`src/rtl/frame_pkg.sv`:
```
// Shared constants, state encoding and pixel-beat type for the frame reader.
// Optional x/y beat fields are compiled in with FRAME_READER_XY_EN.
package frame_pkg;

  localparam int unsigned DATA_W       = 16;
  localparam int unsigned ADDR_W       = 15;
  localparam int unsigned WIDTH        = 160;
  localparam int unsigned HEIGHT       = 120;
  localparam int unsigned FRAME_PIXELS = WIDTH * HEIGHT;
  localparam int unsigned X_W          = 8;
  localparam int unsigned Y_W          = 7;

  localparam logic [ADDR_W-1:0] LAST_ADDR = ADDR_W'(FRAME_PIXELS - 1);
  localparam logic [X_W-1:0]    LAST_COL  = X_W'(WIDTH - 1);

  typedef logic [1:0] rd_state_t;
  localparam rd_state_t IDLE  = 2'd0;
  localparam rd_state_t READ  = 2'd1;
  localparam rd_state_t DRAIN = 2'd2;

  typedef struct packed {
    logic [DATA_W-1:0] data;
    logic              last;
`ifdef FRAME_READER_XY_EN
    logic [X_W-1:0]    x;
    logic [Y_W-1:0]    y;
`endif
  } pix_beat_t;

endpackage

```
`src/rtl/frame_reader_if.sv`:
```
// Memory read port plus downstream pixel stream of the frame reader.
// FRAME_READER_XY_EN adds the m_x/m_y/m_eol sideband.
interface frame_reader_if;
  import frame_pkg::*;

  logic              mem_en;
  logic [ADDR_W-1:0] mem_addr;
  logic [DATA_W-1:0] mem_dout;
  logic [DATA_W-1:0] m_data;
  logic              m_valid;
  logic              m_ready;
  logic              m_last;
`ifdef FRAME_READER_XY_EN
  logic [X_W-1:0]    m_x;
  logic [Y_W-1:0]    m_y;
  logic              m_eol;

  modport master (
    output mem_en, mem_addr, m_data, m_valid, m_last, m_x, m_y, m_eol,
    input  mem_dout, m_ready
  );
  modport slave (
    input  mem_en, mem_addr, m_data, m_valid, m_last, m_x, m_y, m_eol,
    output mem_dout, m_ready
  );
`else
  modport master (
    output mem_en, mem_addr, m_data, m_valid, m_last,
    input  mem_dout, m_ready
  );
  modport slave (
    input  mem_en, mem_addr, m_data, m_valid, m_last,
    output mem_dout, m_ready
  );
`endif

endinterface

```
`src/rtl/pix_skid_fifo.sv`:
```
// Two-entry FIFO whose head is a flop, so the output beat never glitches
// while the consumer stalls. Push and pop may coincide at any occupancy.
module pix_skid_fifo
  import frame_pkg::*;
(
  input  logic      clk,
  input  logic      rst_n,
  input  logic      flush,
  input  logic      push,
  input  pix_beat_t push_beat,
  input  logic      pop,
  output pix_beat_t head,
  output logic [1:0] count
);

  pix_beat_t  slot0_q, slot0_d, slot1_q, slot1_d;
  logic [1:0] count_q, count_d, push_pos;
  logic       do_pop, do_push;

  assign do_pop   = pop && (count_q != 2'd0);
  assign do_push  = push && ((count_q != 2'd2) || do_pop);
  // Slot the new beat lands in once this cycle's pop has shifted the queue.
  assign push_pos = count_q - {1'b0, do_pop};

  always_comb begin
    slot0_d = slot0_q;
    slot1_d = slot1_q;
    count_d = count_q;
    if (flush) begin
      count_d = 2'd0;
    end else begin
      if (do_pop) slot0_d = slot1_q;
      if (do_push) begin
        if (push_pos == 2'd0) slot0_d = push_beat;
        else                  slot1_d = push_beat;
      end
      count_d = count_q + {1'b0, do_push} - {1'b0, do_pop};
    end
  end

  always_ff @(posedge clk or negedge rst_n) begin
    if (!rst_n) begin
      slot0_q <= '0;
      slot1_q <= '0;
      count_q <= 2'd0;
    end else begin
      slot0_q <= slot0_d;
      slot1_q <= slot1_d;
      count_q <= count_d;
    end
  end

  assign head  = slot0_q;
  assign count = count_q;

endmodule

```
`src/rtl/frame_reader.sv`:
```
// Streams one stored frame in raster order from the frame memory read port.
// Define FRAME_READER_XY_EN to add per-pixel x/y and end-of-line outputs.
module frame_reader
  import frame_pkg::*;
(
  input  logic clk,
  input  logic rst_n,
  input  logic start,
  input  logic abort,
  output logic busy,
  output logic done,
  frame_reader_if.master bus
);

  rd_state_t         state_q, state_d;
  logic [ADDR_W-1:0] addr_q, addr_d;
  logic              inflight_q, inflight_d;
  logic              inflight_last_q, inflight_last_d;
  logic              done_q, done_d;
  logic [1:0]        count;
  logic [2:0]        occ_sum;
  logic              pop, issue, kill;
  pix_beat_t         head, push_beat;
`ifdef FRAME_READER_XY_EN
  logic [X_W-1:0]    col_q, col_d, inflight_x_q;
  logic [Y_W-1:0]    row_q, row_d, inflight_y_q;
`endif

  assign busy    = (state_q != IDLE);
  assign kill    = busy && abort;
  assign pop     = bus.m_valid && bus.m_ready;
  assign occ_sum = {1'b0, count} + {2'b00, inflight_q};
  // Only issue when the landing beat is guaranteed a free slot.
  assign issue   = (state_q == READ) && (occ_sum < (3'd2 + {2'b00, pop}));

  assign bus.mem_en   = issue;
  assign bus.mem_addr = addr_q;
  assign done         = done_q;

  always_comb begin
    push_beat      = '0;
    push_beat.data = bus.mem_dout;
    push_beat.last = inflight_last_q;
`ifdef FRAME_READER_XY_EN
    push_beat.x    = inflight_x_q;
    push_beat.y    = inflight_y_q;
`endif
  end

  pix_skid_fifo u_buf (
    .clk       (clk),
    .rst_n     (rst_n),
    .flush     (kill),
    .push      (inflight_q),
    .push_beat (push_beat),
    .pop       (pop),
    .head      (head),
    .count     (count)
  );

  assign bus.m_valid = (count != 2'd0);
  assign bus.m_data  = head.data;
  assign bus.m_last  = head.last;
`ifdef FRAME_READER_XY_EN
  assign bus.m_x   = head.x;
  assign bus.m_y   = head.y;
  assign bus.m_eol = (head.x == LAST_COL);
`endif

  always_comb begin
    state_d         = state_q;
    addr_d          = addr_q;
    done_d          = 1'b0;
    inflight_d      = issue && !kill;
    inflight_last_d = issue && (addr_q == LAST_ADDR);
`ifdef FRAME_READER_XY_EN
    col_d = col_q;
    row_d = row_q;
`endif
    case (state_q)
      IDLE: begin
        if (start && !abort) begin
          state_d = READ;
          addr_d  = '0;
`ifdef FRAME_READER_XY_EN
          col_d = '0;
          row_d = '0;
`endif
        end
      end
      READ: begin
        if (issue) begin
          if (addr_q == LAST_ADDR) begin
            state_d = DRAIN;
          end else begin
            addr_d = addr_q + ADDR_W'(1);
`ifdef FRAME_READER_XY_EN
            if (col_q == LAST_COL) begin
              col_d = '0;
              row_d = row_q + Y_W'(1);
            end else begin
              col_d = col_q + X_W'(1);
            end
`endif
          end
        end
      end
      DRAIN: begin
        if (pop && head.last) begin
          state_d = IDLE;
          done_d  = 1'b1;
        end
      end
      default: state_d = IDLE;
    endcase
    if (kill) begin
      state_d = IDLE;
      done_d  = 1'b0;
    end
  end

  always_ff @(posedge clk or negedge rst_n) begin
    if (!rst_n) begin
      state_q         <= IDLE;
      addr_q          <= '0;
      inflight_q      <= 1'b0;
      inflight_last_q <= 1'b0;
      done_q          <= 1'b0;
    end else begin
      state_q         <= state_d;
      addr_q          <= addr_d;
      inflight_q      <= inflight_d;
      inflight_last_q <= inflight_last_d;
      done_q          <= done_d;
    end
  end

`ifdef FRAME_READER_XY_EN
  always_ff @(posedge clk or negedge rst_n) begin
    if (!rst_n) begin
      col_q        <= '0;
      row_q        <= '0;
      inflight_x_q <= '0;
      inflight_y_q <= '0;
    end else begin
      col_q <= col_d;
      row_q <= row_d;
      if (issue) begin
        inflight_x_q <= col_q;
        inflight_y_q <= row_q;
      end
    end
  end
`endif

endmodule

```
`src/flat_wrapper.sv`:
```
// flat-port wrapper written by rule: the top's interface ports become plain ports
module frame_reader_flat import frame_pkg::*;
  (clk, rst_n, start, abort, busy, done, bus_mem_en, bus_mem_addr, bus_m_data, bus_m_valid, bus_m_last, bus_mem_dout, bus_m_ready);
  frame_reader_if bus_i ();
  input  logic clk;
  input  logic rst_n;
  input  logic start;
  input  logic abort;
  output logic busy;
  output logic done;
  output wire logic [$bits(bus_i.mem_en)-1:0] bus_mem_en;
  output wire logic [$bits(bus_i.mem_addr)-1:0] bus_mem_addr;
  output wire logic [$bits(bus_i.m_data)-1:0] bus_m_data;
  output wire logic [$bits(bus_i.m_valid)-1:0] bus_m_valid;
  output wire logic [$bits(bus_i.m_last)-1:0] bus_m_last;
  input wire logic [$bits(bus_i.mem_dout)-1:0] bus_mem_dout;
  input wire logic [$bits(bus_i.m_ready)-1:0] bus_m_ready;
  assign bus_mem_en = bus_i.mem_en;
  assign bus_mem_addr = bus_i.mem_addr;
  assign bus_m_data = bus_i.m_data;
  assign bus_m_valid = bus_i.m_valid;
  assign bus_m_last = bus_i.m_last;
  assign bus_i.mem_dout = bus_mem_dout;
  assign bus_i.m_ready = bus_m_ready;
  frame_reader u_core (.clk(clk), .rst_n(rst_n), .start(start), .abort(abort), .busy(busy), .done(done), .bus(bus_i));
endmodule
```
`config.mk`:
```
export PLATFORM = sky130hd
export DESIGN_NAME = frame_reader_flat
export DESIGN_NICKNAME = d
export VERILOG_FILES = /design/src/rtl/frame_pkg.sv /design/src/rtl/frame_reader_if.sv /design/src/rtl/pix_skid_fifo.sv /design/src/rtl/frame_reader.sv /design/src/flat_wrapper.sv
export SDC_FILE = /design/constraint.sdc
export NUM_CORES = 1
export LEC_CHECK = 0
export BUFFER_PORTS_ARGS = -buffer_cell sky130_fd_sc_hd__buf_2
export CORE_MARGIN = 4
export CORE_UTILIZATION = 58
export DETAILED_ROUTE_END_ITERATION = 10
export PLACE_DENSITY = 0.84
export SLEW_MARGIN = 0
export SYNTH_ARGS = -nofsm -noshare
export SYNTH_HDL_FRONTEND = slang
export SYNTH_SLANG_ARGS = --single-unit
```
`constraint.sdc`:
```
create_clock -name clk -period 3.45 [get_ports clk]
set_input_delay 0.1725 -clock clk [delete_from_list [all_inputs] [get_ports clk]]
set_output_delay 0.1725 -clock clk [all_outputs]
set_load 0.02 [all_outputs]
```
==> impl_metrics.ini <==
[run_status]
status = complete, but fails checks
violations = hold timing

[timing]
fin_setup_tns_ps = 0
fin_crit_sh = 0.608
finalWorstSetupSlack_ps = 1350
timing.fmax_mhz = 477
slew_headroom = 0.534
setup_viol = 0
worst_slew_pin_slew_ps = 699
period_needed_ps = 2100
hold_viol = 19
clock_skew_ps = 4.55
whs_ps = -12.3
slew_violations = 0
rsz0062_at_grt = no

[die]
start_util = 0.603
die_x_um = 75.5
die_y_um = 75.5
rows = 24
die_area_mm2 = 0.00570
core_mm2 = 0.00438
io_pins = 57

[placed_design]
hpwl_mm = 3.85
place_congestion = 0.842
post-place-cells = 340
io_buffers = 56
place_ws_ps = 1390

[setup_path]
crit_path_max_fanout = 11
worstReg2RegEnd = u_core.bus.mem_addr[2]
crit_arrival_ps = 2340
end_kind = flop
critPathKind = reg2reg
r2r_start = u_core.bus.mem_addr[0]
worstPathRequired_ps = 3690
crit_path_start_kind = flop
reg2regPathDepth = 6
rrSetupSlack_ps = 1350

[yosys]
synth_largest_area_cell = dfrtp_1
synthTopCellsByArea = dfrtp_1 53%, mux2_2 4.3%, o22ai_1 4.0%
synth_cell_types = 49
netlist_area_mm2 = 0.00264
syn_nets = 269
ys_ff_latch = 56
synth_cells = 243
syn_avg_cell_area_um2 = 10.9
synth.yosys.seq_area_share = 0.530
ys_warn_count = 0
synth_top_area_share = 0.530

[power]
power_switching_uw = 866
power_frac_comb = 0.376
seq_power_share = 0.443
ir_drop_mv = 0.366
p_clk_frac = 0.180
power.leakage_uw = 0.00144
p_int_uw = 1430
sw_frac_of_total = 0.378
p_per_area_mw_per_mm2 = 763

[drt]
postRouteAntennaNets = 0
drc = 0
via_count = 2066
wl_per_cell_um = 16.5
totalWireLength_mm = 5.73
via_per_inst = 5.97
drt_iter0_markers = 166
drt_pass1_iterations = 7

[run]
cap_viol_max_count = 0

[clock_network]
h-tree-depth = 2
cts_tree = built
cts_setup_buffers = 0
clk-insertion-delay-late_ps = 310
clockBufferDepth = 2
clk_pin_slew_ps = 90
cts_root_buf = clkbuf_8
cts_resized = 0
hold_buffers = 0
cts.sinks = 56
cts_buffers = 5

[layout]
final_cells = 346
final_cell_mix = 56 x buf_2, 56 x dfrtp_1, 23 x nor2_1, 20 x a21oi_1
fillers = 339
diodes = 0
drive_above_1_share = 0.303
area_growth_pct = 13.7
nets = 321

[global_routing]
grt_overflow = 0
gr-usage-all-layers = 0.216
grt_start_max_net_pins = 57
grt_pass1_wl_mm = 9.41
antenna_found_initial = 0
first_global_vias = 2074

[min_path]
min_path_type = in2async
-- metrics by stage --
| stage | total power (uW) | area, um2 | utilization |
|---|---|---|---|
| after floorplan | 1650 | 2640 | - |
| after global placement | 1860 | 2910 | 0.663 |
| after detailed placement | 1900 | 2910 | 0.663 |
| after CTS | 2310 | 3010 | 0.686 |
| after global routing | 2440 | 3010 | 0.686 |
| final | 2290 | 3010 | 0.686 |
-- area by class of cell --
| class | count | area [um2] | area share |
|---|---|---|---|
| Clock buffer | 5 | 68.8 | 0.0229 |
| Clock inverter | 1 | 30.0 | 0.00999 |
| Inverter | 5 | 20.0 | 0.00666 |
| Multi-Input combinational cell | 170 | 1130 | 0.377 |
| Sequential cell | 56 | 1400 | 0.466 |
| Tap cell | 52 | 65.1 | 0.0216 |
| Timing Repair Buffer | 57 | 288 | 0.0958 |
-- Yosys cell counts (all sizes together) --
master	n
nand2	19
clkinv	1
ha	5
or3	1
and4	2
a21oi	21
nand3	10
nor3	1
xnor2	2
o41ai	1
buf	10
mux2	17
o22ai	17
o21ai	15
inv	4
and4bb	1
or2	2
and3	2
nor3b	1
mux2i	2
nand2b	2
o311ai	1
o211ai	1
o31ai	7
clkbuf	2
a31oi	3
and3b	1
dfrtp	56
nand4	4
nor4b	1
a21boi	1
or4b	1
nor2b	1
and2	3
o21ba	1
nor2	24
-- sequential cells by signal, indices dropped and copies added (netlist names) --
register,count
u_core.bus.mem_addr,15
u_core.state_q,2
u_core.inflight_last_q,1
u_core.u_buf.head,17
u_core.u_buf.slot1_q,17
u_core.done,1
u_core.u_buf.count,2
u_core.inflight_q,1
-- worst max-delay path, cell delays in order (launching register included) --
cell	delay, ps
dfrtp_1	420
ha_1	240
and4_1	350
nand4_2	170
a31oi_2	570
o21ai_0	180
o21ai_0	90
-- layer usage --
layer,part of all wire,global-route usage,vias to the layer above
met5,0,0,-
met4,0.011,0.0660,0
met3,0.052,0.0449,5
met2,0.49,0.368,52
met1,0.44,0.279,1026
li1,-,-,983
-- logic make-up (layout without fill, tap and decap cells) --
kind of cell,count (synthesis),in the layout,synth area share
and+or+nand+nor,76,76,0.157
AOI/OAI and AO/OA,68,68,0.161
DFF,56,56,0.530
muxes,19,19,0.0800
buffers and inverters,17,68,0.0412
adders and majority gates,5,5,0.0237
xor gates and xnor gates,2,2,0.00663
-- power by group through the flow --
stage,sequential (uW),combinational (uW),clock (uW)
after floorplan,1150,502,0
after global placement,1020,844,0
after detailed placement,1030,867,0
after CTS,1020,872,417
after global routing,1050,952,444
final,1020,863,414
-- worst max-delay path by stage --
| stage | from | cells after the start | slack (ps) | to |
|---|---|---|---|---|
| after global routing | u_core.bus.mem_addr[0] | 6 | 1160 | u_core.bus.mem_addr[2] |
| final | u_core.bus.mem_addr[0] | 6 | 1350 | u_core.bus.mem_addr[2] |
| after floorplan | u_core.bus.mem_addr[0] | 8 | 1550 | u_core.bus.mem_addr[13] |
| after global placement | u_core.bus.mem_addr[0] | 6 | 1500 | u_core.bus.mem_addr[2] |
| after detailed placement | u_core.bus.mem_addr[0] | 6 | 1390 | u_core.bus.mem_addr[2] |
| after CTS | u_core.bus.mem_addr[0] | 6 | 1380 | u_core.bus.mem_addr[2] |
Power figures use the tool's default switching activity.
